===== src/rtl/mnist_pkg.sv =====
// Shared constants and state encodings for the MNIST image path.
package mnist_pkg;

    localparam int unsigned IMG_BYTES = 784;
    localparam logic [7:0]  SYNC_BYTE = 8'hA5;

    typedef enum logic [1:0] {
        R_IDLE  = 2'd0,
        R_START = 2'd1,
        R_DATA  = 2'd2,
        R_STOP  = 2'd3
    } rx_state_t;

    typedef enum logic {
        WAIT_SYNC = 1'b0,
        LOAD      = 1'b1
    } ld_state_t;

endpackage


===== src/rtl/uart_rx_8n1.sv =====
// Fixed-baud 8N1 receiver: 2-flop synchronizer, mid-bit sampling timer, LSB-first shifter.
module uart_rx_8n1 #(
    parameter int unsigned DIV = 868
) (
    input  logic       clk_100MHz,
    input  logic       reset_rtl_0,
    input  logic       rxd,
    output logic [7:0] rx_byte,
    output logic       rx_valid,
    output logic       rx_ferr
);
    import mnist_pkg::*;

    localparam int unsigned   TW        = $clog2(DIV);
    localparam logic [TW-1:0] HALF_LOAD = TW'(DIV / 2 - 1);
    localparam logic [TW-1:0] FULL_LOAD = TW'(DIV - 1);

    rx_state_t     state;
    logic          rxd_meta;
    logic          rxd_sync;
    logic          rxd_prev;
    logic [TW-1:0] timer;
    logic [2:0]    bit_cnt;
    logic          tick_c;

    assign tick_c = (timer == '0);

    always_ff @(posedge clk_100MHz or negedge reset_rtl_0) begin
        if (!reset_rtl_0) begin
            rxd_meta <= 1'b1;
            rxd_sync <= 1'b1;
            rxd_prev <= 1'b1;
            state    <= R_IDLE;
            timer    <= '0;
            bit_cnt  <= '0;
            rx_byte  <= '0;
            rx_valid <= 1'b0;
            rx_ferr  <= 1'b0;
        end else begin
            rxd_meta <= rxd;
            rxd_sync <= rxd_meta;
            rxd_prev <= rxd_sync;
            rx_valid <= 1'b0;
            rx_ferr  <= 1'b0;
            if (!tick_c) begin
                timer <= timer - TW'(1);
            end
            case (state)
                R_IDLE: begin
                    // Start bit edge: first sample lands mid start bit
                    if (rxd_prev && !rxd_sync) begin
                        timer <= HALF_LOAD;
                        state <= R_START;
                    end
                end
                R_START: begin
                    if (tick_c) begin
                        if (!rxd_sync) begin
                            timer   <= FULL_LOAD;
                            bit_cnt <= '0;
                            state   <= R_DATA;
                        end else begin
                            state <= R_IDLE;
                        end
                    end
                end
                R_DATA: begin
                    if (tick_c) begin
                        rx_byte <= {rxd_sync, rx_byte[7:1]};
                        timer   <= FULL_LOAD;
                        bit_cnt <= bit_cnt + 3'd1;
                        if (bit_cnt == 3'd7) begin
                            state <= R_STOP;
                        end
                    end
                end
                R_STOP: begin
                    if (tick_c) begin
                        rx_valid <= rxd_sync;
                        rx_ferr  <= !rxd_sync;
                        state    <= R_IDLE;
                    end
                end
                default: state <= R_IDLE;
            endcase
        end
    end

endmodule


===== src/rtl/uart_image_loader.sv =====
// UART frame loader: waits for a sync byte, then writes IMG_BYTES pixels into the image BRAM.
module uart_image_loader #(
    parameter int unsigned CLK_HZ      = 100_000_000,
    parameter int unsigned BAUD        = 115_200,
    parameter int unsigned IMG_BYTES   = mnist_pkg::IMG_BYTES,
    parameter logic [7:0]  SYNC_BYTE   = mnist_pkg::SYNC_BYTE,
    parameter int unsigned TIMEOUT_CYC = 2_000_000,
    localparam int unsigned AW         = $clog2(IMG_BYTES)
) (
    input  logic          clk_100MHz,
    input  logic          reset_rtl_0,
    input  logic          uart_rxd,
    input  logic          accel_busy,
    output logic          img_we,
    output logic [AW-1:0] img_addr,
    output logic [7:0]    img_wdata,
    output logic          img_valid,
    output logic          loading,
    output logic          frame_abort
);
    import mnist_pkg::*;

    localparam int unsigned   DIV      = CLK_HZ / BAUD;
    localparam int unsigned   IW       = $clog2(TIMEOUT_CYC + 1);
    localparam logic [AW-1:0] LAST_PIX = AW'(IMG_BYTES - 1);
    localparam logic [IW-1:0] IDLE_MAX = IW'(TIMEOUT_CYC);

    logic [7:0]    rx_byte;
    logic          rx_valid;
    logic          rx_ferr;
    ld_state_t     state;
    logic [AW-1:0] pix_cnt;
    logic [IW-1:0] idle_cnt;
    logic          frame_done;

    uart_rx_8n1 #(
        .DIV (DIV)
    ) u_rx (
        .clk_100MHz  (clk_100MHz),
        .reset_rtl_0 (reset_rtl_0),
        .rxd         (uart_rxd),
        .rx_byte     (rx_byte),
        .rx_valid    (rx_valid),
        .rx_ferr     (rx_ferr)
    );

    assign loading = (state == LOAD);

    // Loader FSM with pixel/idle counters; img_valid trails the final write by one cycle
    always_ff @(posedge clk_100MHz or negedge reset_rtl_0) begin
        if (!reset_rtl_0) begin
            state       <= WAIT_SYNC;
            pix_cnt     <= '0;
            idle_cnt    <= '0;
            frame_done  <= 1'b0;
            img_we      <= 1'b0;
            img_addr    <= '0;
            img_wdata   <= '0;
            img_valid   <= 1'b0;
            frame_abort <= 1'b0;
        end else begin
            img_we      <= 1'b0;
            frame_done  <= 1'b0;
            img_valid   <= frame_done;
            frame_abort <= 1'b0;
            case (state)
                WAIT_SYNC: begin
                    idle_cnt <= '0;
                    if (rx_valid && (rx_byte == SYNC_BYTE) && !accel_busy) begin
                        pix_cnt <= '0;
                        state   <= LOAD;
                    end
                end
                LOAD: begin
                    if (rx_valid) begin
                        img_we    <= 1'b1;
                        img_addr  <= pix_cnt;
                        img_wdata <= rx_byte;
                        idle_cnt  <= '0;
                        if (pix_cnt == LAST_PIX) begin
                            pix_cnt    <= '0;
                            frame_done <= 1'b1;
                            state      <= WAIT_SYNC;
                        end else begin
                            pix_cnt <= pix_cnt + AW'(1);
                        end
                    end else if (rx_ferr || (idle_cnt == IDLE_MAX)) begin
                        frame_abort <= 1'b1;
                        pix_cnt     <= '0;
                        idle_cnt    <= '0;
                        state       <= WAIT_SYNC;
                    end else begin
                        idle_cnt <= idle_cnt + IW'(1);
                    end
                end
                default: state <= WAIT_SYNC;
            endcase
        end
    end

endmodule


===== config.mk =====
export PLATFORM = sky130hd
export DESIGN_NAME = uart_image_loader
export DESIGN_NICKNAME = d
export VERILOG_FILES = /design/src/rtl/mnist_pkg.sv /design/src/rtl/uart_rx_8n1.sv /design/src/rtl/uart_image_loader.sv
export SDC_FILE = /design/constraint.sdc
export NUM_CORES = 1
export LEC_CHECK = 0
export CAP_MARGIN = 25
export CORE_MARGIN = 2
export CORE_UTILIZATION = 49
export DETAILED_ROUTE_END_ITERATION = 16
export PLACE_DENSITY = 0.66
export SETUP_SLACK_MARGIN = 0.15
export SLEW_MARGIN = 15
export SYNTH_ARGS = -nofsm -noshare
export SYNTH_HDL_FRONTEND = slang
export SYNTH_SLANG_ARGS = --single-unit

===== constraint.sdc =====
create_clock -name clk_100MHz -period 2.9 [get_ports clk_100MHz]
set_input_delay 0.58 -clock clk_100MHz [delete_from_list [all_inputs] [get_ports clk_100MHz]]
set_output_delay 0.58 -clock clk_100MHz [all_outputs]
set_load 0.01 [all_outputs]

==> impl_metrics.py, run 1 <==
metrics = {
    "status": {
        "status": "complete, no violations",
    },
    "logic_synthesis": {
        "syn_inst": 373,
        "yosysMostFrequentCell": "dfrtp_1",
        "yosysWarnings": 0,
        "syn_area_per_cell_sq_um": 9.996,
        "synth_seq_area_share_pct": 55.13,
        "synth_ff_type": "dfrtp_1",
        "synth.net_count": 384,
        "async_reset_ff_share_pct": 100.0,
        "yosys.area.top_type_share_pct": 53.02,
        "synth_area_leader_cell": "dfrtp_1",
        "synth_enable_flop_cells": 0,
        "yosysUniqueCellTypes": 50,
        "synth-seq-cells": 82,
        "yosys-top-cells-area": "dfrtp_1 (53%), nand2_1 (7.2%), nor2_1 (3.6%)",
        "syn_area_sq_mm": 0.003729,
        "synth_common_cells": "dfrtp_1 (79), nand2_1 (72), nor2_1 (36), xor2_1 (15), nand3_1 (14)",
    },
    "setup_path": {
        "worstSetupStartpointType": "register",
        "worst-path-buf-inv": 2,
        "critical_path_class": "register to register",
        "endpoint_kind": "register",
        "cp_slowest_cell": "or4b_1",
        "path_cells": "inv_1 > ha_1 > or4b_1 > nor4_4 > inv_2 > nor2_4 > mux2_2",
        "slowest_delay_ns": 0.60,
        "worst-path-max-fanout": 11,
        "worstPathRequired_ns": 3.13,
        "cp.arrival_ns": 2.76,
        "critPathTopFamily": "simple AND/OR/NAND/NOR gates",
    },
    "floorplan": {
        "pin_count": 26,
        "core_area_sq_mm": 0.007292,
        "die_w_microns": 91.23,
        "start_util_pct": 51.13,
        "fp-row-count": 31,
        "fp.dieH_microns": 91.23,
        "die_area_sq_mm": 0.008323,
    },
    "route": {
        "drt_iter0_markers": 123,
        "vias": 2667,
        "firstDrtPassIters": 4,
        "drt-vias-per-instance": 5.271,
        "route.detailed.drc": 0,
        "wire_per_inst_microns": 13.39,
        "detail-route-antenna-nets": 0,
        "drt-total-wl_microns": 6777,
    },
    "finish": {
        "drive_gt1_share_pct": 10.81,
        "num-nets-final": 413,
        "antenna_cells": 0,
        "area_growth_pct": 15.81,
    },
    "sta": {
        "worst_pin_slew_ns": 0.6707,
        "slew_headroom_pct": 55.28,
        "rsz0062_at_grt": "no",
        "hold_viol": 0,
        "fin_setup_tns_ns": 0,
        "fmax_mhz": 395.7,
        "setup_violations": 0,
        "period_needed_ns": 2.527,
        "drv_slew": 0,
        "finClkSkew_ns": 0.01080,
        "setup_ws_ns": 0.3730,
        "min_period_over_period_pct": 87.14,
    },
    "global_route": {
        "grt_use_total_pct": 17.57,
        "grtUsageMet3_pct": 3.817,
        "grt_util_met2_pct": 28.46,
        "grt_pass1_wl_microns": 11920,
        "grt-ovfl-total": 0,
        "use_met1_pct": 23.60,
        "grt_max_degree": 54,
        "grt_pass1_vias": 2545,
        "busiest_layer": "met2",
        "antenna_found_initial": 0,
    },
    "power": {
        "p_leak_nw": 1.920,
        "ir_worst_vdd_mv": 0.3984,
        "p_per_area_mw_per_mm2": 569.0,
    },
    "clock_tree": {
        "clockRootBuffer": "clkbuf_8",
        "cts.sinks": 82,
        "ctsHoldBuffers": 0,
        "clockBufferDepth": 2,
        "cts_buffers": 9,
        "cts_resized": 0,
        "postCtsSetupBuffers": 0,
        "clk_pin_slew_ns": 0.08,
        "clock_latency_ns": 0.35,
        "cts_htree_levels": 3,
        "cts_tree": "yes",
    },
    "placement": {
        "dpl_worst_slack_ns": 0.3878,
        "place_congestion": 0.8522,
        "dp_hpwl_microns": 4721,
        "io_buffers": 25,
    },
    "hold_path": {
        "min-delay-path-class": "input pin to async pin",
    },
    "run": {
        "maxCapViolCount": 0,
    },
}
[placed cells by master (no fill, tap or decap), types with 2 or more instances in the layout]
cell and instances:
inv_1 12, o21ai_0 13, ha_1 7, mux2_2 10
and3_1 6, nand3_1 14, xnor2_1 8, a21oi_1 12
nor4bb_1 2, nor3_1 11, and4_1 2, a22o_1 2
nor4_1 7, mux2i_1 2, nor2_1 36, clkbuf_8 9
clkbuf_1 2, nor2b_1 2, o21a_1 2, nand2_1 72
xor2_1 15, clkdlybuf4s50_1 24, and2_1 5, buf_4 7
nand4_1 5, bufinv_16 2, dfstp_2 3, dfrtp_1 79
clkinv_2 2, a31oi_1 8
[path summary, 6_finish.rpt]
kind	startpoint	endpoint	slack, ns	cells past startpoint
min	reset_rtl_0	idle_cnt[12]$_DFF_PN0_	0.26	1
max in group asynchronous	reset_rtl_0	idle_cnt[0]$_DFF_PN0_	2.05	2
max	u_rx.timer[0]$_DFF_PN0_	u_rx.rx_byte[4]$_DFFE_PN0P_	0.37	7
min reg2reg	frame_done$_DFF_PN0_	img_valid$_DFF_PN0_	0.36	0
max reg2reg	u_rx.timer[0]$_DFF_PN0_	u_rx.rx_byte[4]$_DFFE_PN0P_	0.37	7
min in group clk_100MHz	frame_done$_DFF_PN0_	img_valid$_DFF_PN0_	0.36	0
[area by class of cell]
type,count,area [sq um]
multi-input combinational,264,1567
fill,624,2974
tap,99,123.9
timing repair buffer,32,312.8
clock inverter,5,78.83
inverter,13,48.80
sequential,82,2056
clock buffer,11,131.4
[worst reg2reg max path, delay by kind of cell (launching register included)]
kind | cells | cell delay, ns
buf+inv | 2 | 0.23
mux | 1 | 0.38
simple gates | 3 | 1.18
flops | 1 | 0.41
fa+ha+maj | 1 | 0.23
[power by group]
group | internal [mW] | switching (mW)
combinational | 0.133 | 0.143
clock | 0.484 | 0.394
sequential | 1.22 | 0.0832
[kinds of logic after synthesis]
group           count (synthesis)  synth area share, %
flops                          82                55.13
mux                            12                3.557
xor+xnor                       23                5.403
fa+ha+maj                       7                2.349
buf+inv                        27                2.986
compound gates                 49                8.390
simple gates                  173                22.18
[flip-flops by register name, summed over array words and instances, names as in the netlist, 3 cells and up, named ones only]
name	count
img_wdata	8
pix_cnt	10
idle_cnt	21
u_rx.timer	10
u_rx.rx_byte	8
u_rx.bit_cnt	3
img_addr	10
[stage by stage]
step	utilization, %	hold slack [ns]	cell area (sq um)	power [mW]	instances
after CTS	59.21	0.2906	4318	2.489	506
final	59.21	0.2590	4318	2.457	506
after global routing	59.21	0.3278	4318	2.597	506
after floorplan	-	0.2844	3729	1.522	373
after detailed placement	56.33	0.3434	4108	1.605	490
after global placement	56.33	0.3360	4108	1.600	490
[per-layer routing]
metal / part of all wire [%] / up-vias
li1: - / 1337
met1: 48 / 1286
met2: 48 / 35
met3: 3.1 / 9
met4: 1.3 / 0
met5: 0 / -
Power figures use the tool's default switching activity.
==> run 2: changes to the inputs <==
--- a/config.mk
+++ b/config.mk
@@ -9,8 +9,10 @@
 export CORE_MARGIN = 2
 export CORE_UTILIZATION = 49
 export DETAILED_ROUTE_END_ITERATION = 16
-export PLACE_DENSITY = 0.66
+export DONT_BUFFER_PORTS = 1
+export PLACE_DENSITY = 0.62
 export SETUP_SLACK_MARGIN = 0.15
+export SKIP_LAST_GASP = 1
 export SLEW_MARGIN = 15
 export SYNTH_ARGS = -nofsm -noshare
 export SYNTH_HDL_FRONTEND = slang
==> run 2 against run 1 <==
Effect of this change: worst setup slack worse by 0.0046 ns; sequential share of layout area is 2.9 points higher; global-route usage increased by 0.66 points; total power grew 1.3%; combinational power hardly changed; critical endpoint is now u_rx.rx_byte[2]$_DFFE_PN0P_; largest power group unchanged.
==> impl_metrics.py, run 2 (synthesized netlist as in run 1, its figures left out) <==
metrics = {
    "sta": {
        "finClkSkew_ns": 0.007466,
        "setup_violations": 0,
        "hold_viol": 0,
        "min_period_over_period_pct": 87.30,
        "drv_slew": 0,
        "period_needed_ns": 2.532,
        "fin_setup_tns_ns": 0,
        "slew_headroom_pct": 47.08,
        "rsz0062_at_grt": "no",
        "worst_pin_slew_ns": 0.7865,
        "fmax_mhz": 395.0,
    },
    "power": {
        "p_per_area_mw_per_mm2": 611.2,
        "ir_worst_vdd_mv": 0.3256,
        "power_mw": 2.488,
        "p_leak_nw": 1.829,
    },
    "clock_tree": {
        "cts_resized": 0,
        "ctsHoldBuffers": 1,
        "cts_htree_levels": 3,
        "cts_tree": "yes",
        "clockRootBuffer": "clkbuf_8",
        "clk_pin_slew_ns": 0.08,
        "cts_buffers": 9,
        "postCtsSetupBuffers": 0,
        "clockBufferDepth": 2,
        "clock_latency_ns": 0.35,
        "cts.sinks": 82,
    },
    "finish": {
        "regMostFlops": "idle_cnt",
        "num-nets-final": 386,
        "layout_commonest_cell": "dfrtp_1",
        "drive_gt1_share_pct": 11.05,
        "largest_register_ffs": 21,
        "area_growth_pct": 9.195,
        "final_cell_mix": "dfrtp_1 (79), nand2_1 (72), nor2_1 (36)",
        "antenna_cells": 0,
    },
    "setup_path": {
        "worstSetupStartpointType": "register",
        "endpoint_kind": "register",
        "cp_slowest_cell": "or4b_1",
        "worst-path-max-fanout": 11,
        "cp.arrival_ns": 2.77,
        "critPathTopFamily": "simple AND/OR/NAND/NOR gates",
        "worst-path-buf-inv": 2,
        "worstPathRequired_ns": 3.14,
        "path_cells": "inv_1 > ha_1 > or4b_1 > nor4_4 > inv_2 > nor2_4 > mux2_2",
        "critical_path_class": "register to register",
        "slowest_delay_ns": 0.59,
    },
    "run": {
        "maxCapViolCount": 0,
    },
    "route": {
        "route.detailed.drc": 0,
        "drt-total-wl_microns": 6926,
        "firstDrtPassIters": 5,
        "wire_per_inst_microns": 14.46,
        "drt_iter0_markers": 140,
        "vias": 2623,
        "detail-route-antenna-nets": 0,
        "drt-vias-per-instance": 5.476,
    },
    "global_route": {
        "grt-ovfl-total": 0,
        "grt_pass1_vias": 2551,
        "grt_use_total_pct": 18.23,
        "grt_max_degree": 80,
        "antenna_found_initial": 0,
        "grt_pass1_wl_microns": 12120,
    },
    "placement": {
        "place_congestion": 0.8567,
        "io_buffers": 0,
        "dp_hpwl_microns": 4514,
    },
    "status": {
        "status": "complete, no violations",
    },
    "floorplan": {
        "core_area_sq_mm": 0.007292,
        "start_util_pct": 51.13,
        "pin_count": 26,
        "fp-row-count": 31,
        "fp.dieH_microns": 91.23,
        "die_area_sq_mm": 0.008323,
        "die_w_microns": 91.23,
    },
    "hold_path": {
        "min-delay-path-class": "input pin to async pin",
    },
}
-- run 2: cell count changes in the layout (fill, tap and decap cells not counted) --
cell             delta
buf_4               -3
buf_16              +1
clkbuf_1            -1
clkdlybuf4s50_1    -24
clkinv_2            -1
clkinv_4            +2
buf_12              -1
-- run 2: power by group --
group          internal [mW]  switching (mW)
Sequential              1.22          0.0899
Combinational          0.131           0.142
Clock                  0.488           0.418
Total                   1.84           0.650
-- run 2: cell type report --
type | count | area, sq um
fill | 677 | 3221
clock inverter | 6 | 91.34
timing repair buffer | 5 | 57.56
tap | 99 | 123.9
clock buffer | 10 | 127.6
multi-input combinational | 264 | 1567
sequential | 82 | 2056
inverter | 13 | 48.80
-- run 2: per-layer routing --
layer  wire length [microns]  share of wire [%]  global-route usage, %  vias up
li1                        -                  -                      -     1293
met4                     140                2.0                  8.333        0
met3                     240                3.5                  3.071       10
met5                       0                  0                      0        -
met2                    3127                 45                  27.47       54
met1                    3418                 49                  25.85     1266
-- run 2: worst paths after layout --
| check | startpoint | endpoint | slack (ns) | cells after the start |
|---|---|---|---|---|
| worst max-delay path | u_rx.timer[0]$_DFF_PN0_ | u_rx.rx_byte[2]$_DFFE_PN0P_ | 0.37 | 7 |
| worst min-delay path | reset_rtl_0 | u_rx.rxd_prev$_DFF_PN1_ | 0.06 | 0 |
| worst max register to register | u_rx.timer[0]$_DFF_PN0_ | u_rx.rx_byte[2]$_DFFE_PN0P_ | 0.37 | 7 |
| worst min register to register | frame_done$_DFF_PN0_ | img_valid$_DFF_PN0_ | 0.36 | 0 |
| max in group asynchronous | reset_rtl_0 | idle_cnt[5]$_DFF_PN0_ | 2.46 | 1 |
| min in group clk_100MHz | uart_rxd | u_rx.rxd_meta$_DFF_PN1_ | 0.22 | 0 |
-- run 2: stage by stage --
stage	hold WS [ns]	setup WS, ns	cell area (sq um)	instances	utilization (%)
finish	0.06217	0.3684	4071	479	55.83
global route	0.04997	0.2594	4071	479	55.83
CTS	0.04915	0.3987	4071	479	55.83
detailed placement	0.2862	0.4161	3825	462	52.45
global placement	0.2859	0.4614	3825	462	52.45
floorplan	0.2844	0.4143	3729	373	-
-- run 2: worst register-to-register path, stage by stage, from the launching register on --
cell and delay (ns):
dfrtp_1 0.42, inv_1 0.11, ha_1 0.23, or4b_1 0.59, nor4_4 0.30, inv_2 0.11
nor2_4 0.29, mux2_2 0.38
==> run 3: changes to the inputs <==
--- a/config.mk
+++ b/config.mk
@@ -6,11 +6,13 @@
 export NUM_CORES = 1
 export LEC_CHECK = 0
 export CAP_MARGIN = 25
+export CELL_PAD_IN_SITES_DETAIL_PLACEMENT = 0
+export CELL_PAD_IN_SITES_GLOBAL_PLACEMENT = 2
 export CORE_MARGIN = 2
-export CORE_UTILIZATION = 49
+export CORE_UTILIZATION = 41
 export DETAILED_ROUTE_END_ITERATION = 16
 export DONT_BUFFER_PORTS = 1
-export PLACE_DENSITY = 0.62
+export PLACE_DENSITY = 0.77
 export SETUP_SLACK_MARGIN = 0.15
 export SKIP_LAST_GASP = 1
 export SLEW_MARGIN = 15
==> run 3 against run 2 <==
Effect of this change: routed wire length rose by 5.4%; clock power fell by 4.7%; sequential share of layout area is 0.078 points lower; sequential cell count unchanged; core utilization is 9.3 points lower; clock skew grew 0.0038 ns; register-to-register slack hardly changed; worst setup slack lost 0.0064 ns; die area is 19% higher; largest cell class unchanged.
==> impl_metrics.py, run 3 (synthesized netlist as in run 1, its figures left out) <==
metrics = {
    "status": {
        "status": "complete, no violations",
    },
    "finish": {
        "layout_commonest_cell": "dfrtp_1",
        "num-nets-final": 387,
        "area_growth_pct": 9.362,
        "drive_gt1_share_pct": 11.55,
        "final_cell_mix": "dfrtp_1 (79), nand2_1 (72), nor2_1 (36)",
        "stdcell_count": 489,
        "antenna_cells": 0,
        "regMostFlops": "idle_cnt",
        "largest_register_ffs": 21,
    },
    "floorplan": {
        "core_area_sq_mm": 0.008763,
        "start_util_pct": 42.55,
        "pin_count": 26,
        "die_w_microns": 99.36,
        "fp-row-count": 34,
        "fp.dieH_microns": 99.36,
        "die_area_sq_mm": 0.009872,
    },
    "clock_tree": {
        "clockBufferDepth": 2,
        "cts_tree": "yes",
        "cts.sinks": 82,
        "cts_buffers": 9,
        "cts_resized": 0,
        "cts_htree_levels": 3,
        "clock_latency_ns": 0.36,
        "clockRootBuffer": "clkbuf_8",
        "clk_pin_slew_ns": 0.09,
    },
    "sta": {
        "min_period_over_period_pct": 87.52,
        "worst_pin_slew_ns": 0.6678,
        "period_needed_ns": 2.538,
        "finClkSkew_ns": 0.01130,
        "slew_headroom_pct": 55.43,
        "rsz0062_at_grt": "no",
        "fmax_mhz": 394.0,
        "fin_setup_tns_ns": 0,
        "drv_slew": 0,
        "setup_violations": 0,
        "hold_viol": 0,
    },
    "route": {
        "detail-route-antenna-nets": 0,
        "drt-vias-per-instance": 5.284,
        "drt_iter0_markers": 82,
        "firstDrtPassIters": 4,
        "vias": 2584,
        "drt-total-wl_microns": 7303,
        "wire_per_inst_microns": 14.93,
        "route.detailed.drc": 0,
    },
    "global_route": {
        "antenna_found_initial": 0,
        "grt-ovfl-total": 0,
        "grt_pass1_vias": 2645,
        "grt_use_total_pct": 16.38,
        "grt_pass1_wl_microns": 12830,
        "grt_max_degree": 80,
    },
    "placement": {
        "io_buffers": 0,
        "dp_hpwl_microns": 4695,
        "place_inst": 472,
        "place_congestion": 0.8035,
    },
    "setup_path": {
        "worstPathRequired_ns": 3.12,
        "cp.arrival_ns": 2.76,
        "slowest_delay_ns": 0.59,
        "cp_slowest_cell": "or4b_1",
        "worst-path-max-fanout": 6,
        "path_cells": "inv_1 > ha_1 > or4b_1 > nor4_4 > inv_2 > ha_1 > nand2_1 > nand2_1 > o31ai_1 > o221ai_1",
        "critical_path_class": "register to register",
        "endpoint_kind": "register",
        "worstSetupStartpointType": "register",
    },
    "power": {
        "p_leak_nw": 1.822,
        "p_per_area_mw_per_mm2": 597.9,
        "ir_worst_vdd_mv": 0.2850,
    },
    "hold_path": {
        "min-delay-path-class": "input pin to async pin",
    },
    "run": {
        "maxCapViolCount": 0,
    },
}
==> run 3: cell types whose count changed in the layout (fill, tap and decap cells not counted) <==
cell	before	now
clkinvlp_4	0	2
clkbuf_1	1	0
bufinv_16	2	1
clkinv_4	3	0
buf_4	4	5
clkinv_2	1	0
inv_6	0	3
inv_8	0	1
==> run 3: final cells by class <==
class	instances	area, sq um
Clock buffer	9	123.9
Sequential cell	82	2056
Multi-Input combinational cell	264	1567
Inverter	13	48.80
Fill cell	832	4686
Clock inverter	7	82.58
Tap cell	108	135.1
Timing Repair Buffer	6	65.06
==> run 3: metal layers <==
metal  up-vias  GRT usage [%]  wire length, microns
met1      1239          22.09                  3595
met3        13          2.670                   218
met5         -              0                     0
met4         0          8.219                   161
met2        41          25.68                  3327
li1       1291              -                     -
==> run 3: power breakdown <==
group / internal, mW / leakage [nW] / switching [mW] / total (mW)
clock: 0.413 / 0.0988 / 0.451 / 0.863
combinational: 0.131 / 0.668 / 0.141 / 0.272
sequential: 1.22 / 1.06 / 0.0830 / 1.30
==> run 3: metrics by stage <==
| stage | setup WS, ns | utilization [%] | hold WS [ns] | area (sq um) | total power, mW |
|---|---|---|---|---|---|
| floorplan | 0.4143 | - | 0.2844 | 3729 | 1.522 |
| global placement | 0.4464 | 43.86 | 0.2861 | 3844 | 1.574 |
| detailed placement | 0.3778 | 43.86 | 0.2861 | 3844 | 1.573 |
| CTS | 0.3614 | 46.53 | 0.04341 | 4078 | 2.474 |
| global route | 0.1688 | 46.53 | 0.03678 | 4078 | 2.578 |
| finish | 0.3620 | 46.53 | 0.05875 | 4078 | 2.438 |
==> run 3: path summary, 6_finish.rpt <==
kind / from / end / slack (ns) / cells after the start
min in group clk_100MHz: uart_rxd / u_rx.rxd_meta$_DFF_PN1_ / 0.21 / 0
setup / recovery: u_rx.timer[0]$_DFF_PN0_ / u_rx.timer[0]$_DFF_PN0_ / 0.36 / 10
max in group asynchronous: reset_rtl_0 / u_rx.timer[8]$_DFF_PN0_ / 2.47 / 1
hold reg to reg: u_rx.rxd_meta$_DFF_PN1_ / u_rx.rxd_sync$_DFF_PN1_ / 0.36 / 0
setup reg to reg: u_rx.timer[0]$_DFF_PN0_ / u_rx.timer[0]$_DFF_PN0_ / 0.36 / 10
hold / removal: reset_rtl_0 / u_rx.rxd_sync$_DFF_PN1_ / 0.06 / 0
==> run 3: timing repair <==
| item | 4_1_cts | 5_1_grt |
|---|---|---|
| setup endpoints to repair | 0 | 0 |
| hold buffers | 1 | 0 |
| hold endpoints to repair | 79 | 0 |
| buffers inserted | 0 | 0 |
==> run 3: critical path, delay by kind of cell (launching register included) <==
kind | cells | cell delay [ns]
and+or+nand+nor | 4 | 1.02
adders and majority gates | 2 | 0.52
DFF | 1 | 0.41
buffers and inverters | 2 | 0.23
AOI/OAI and AO/OA | 2 | 0.23
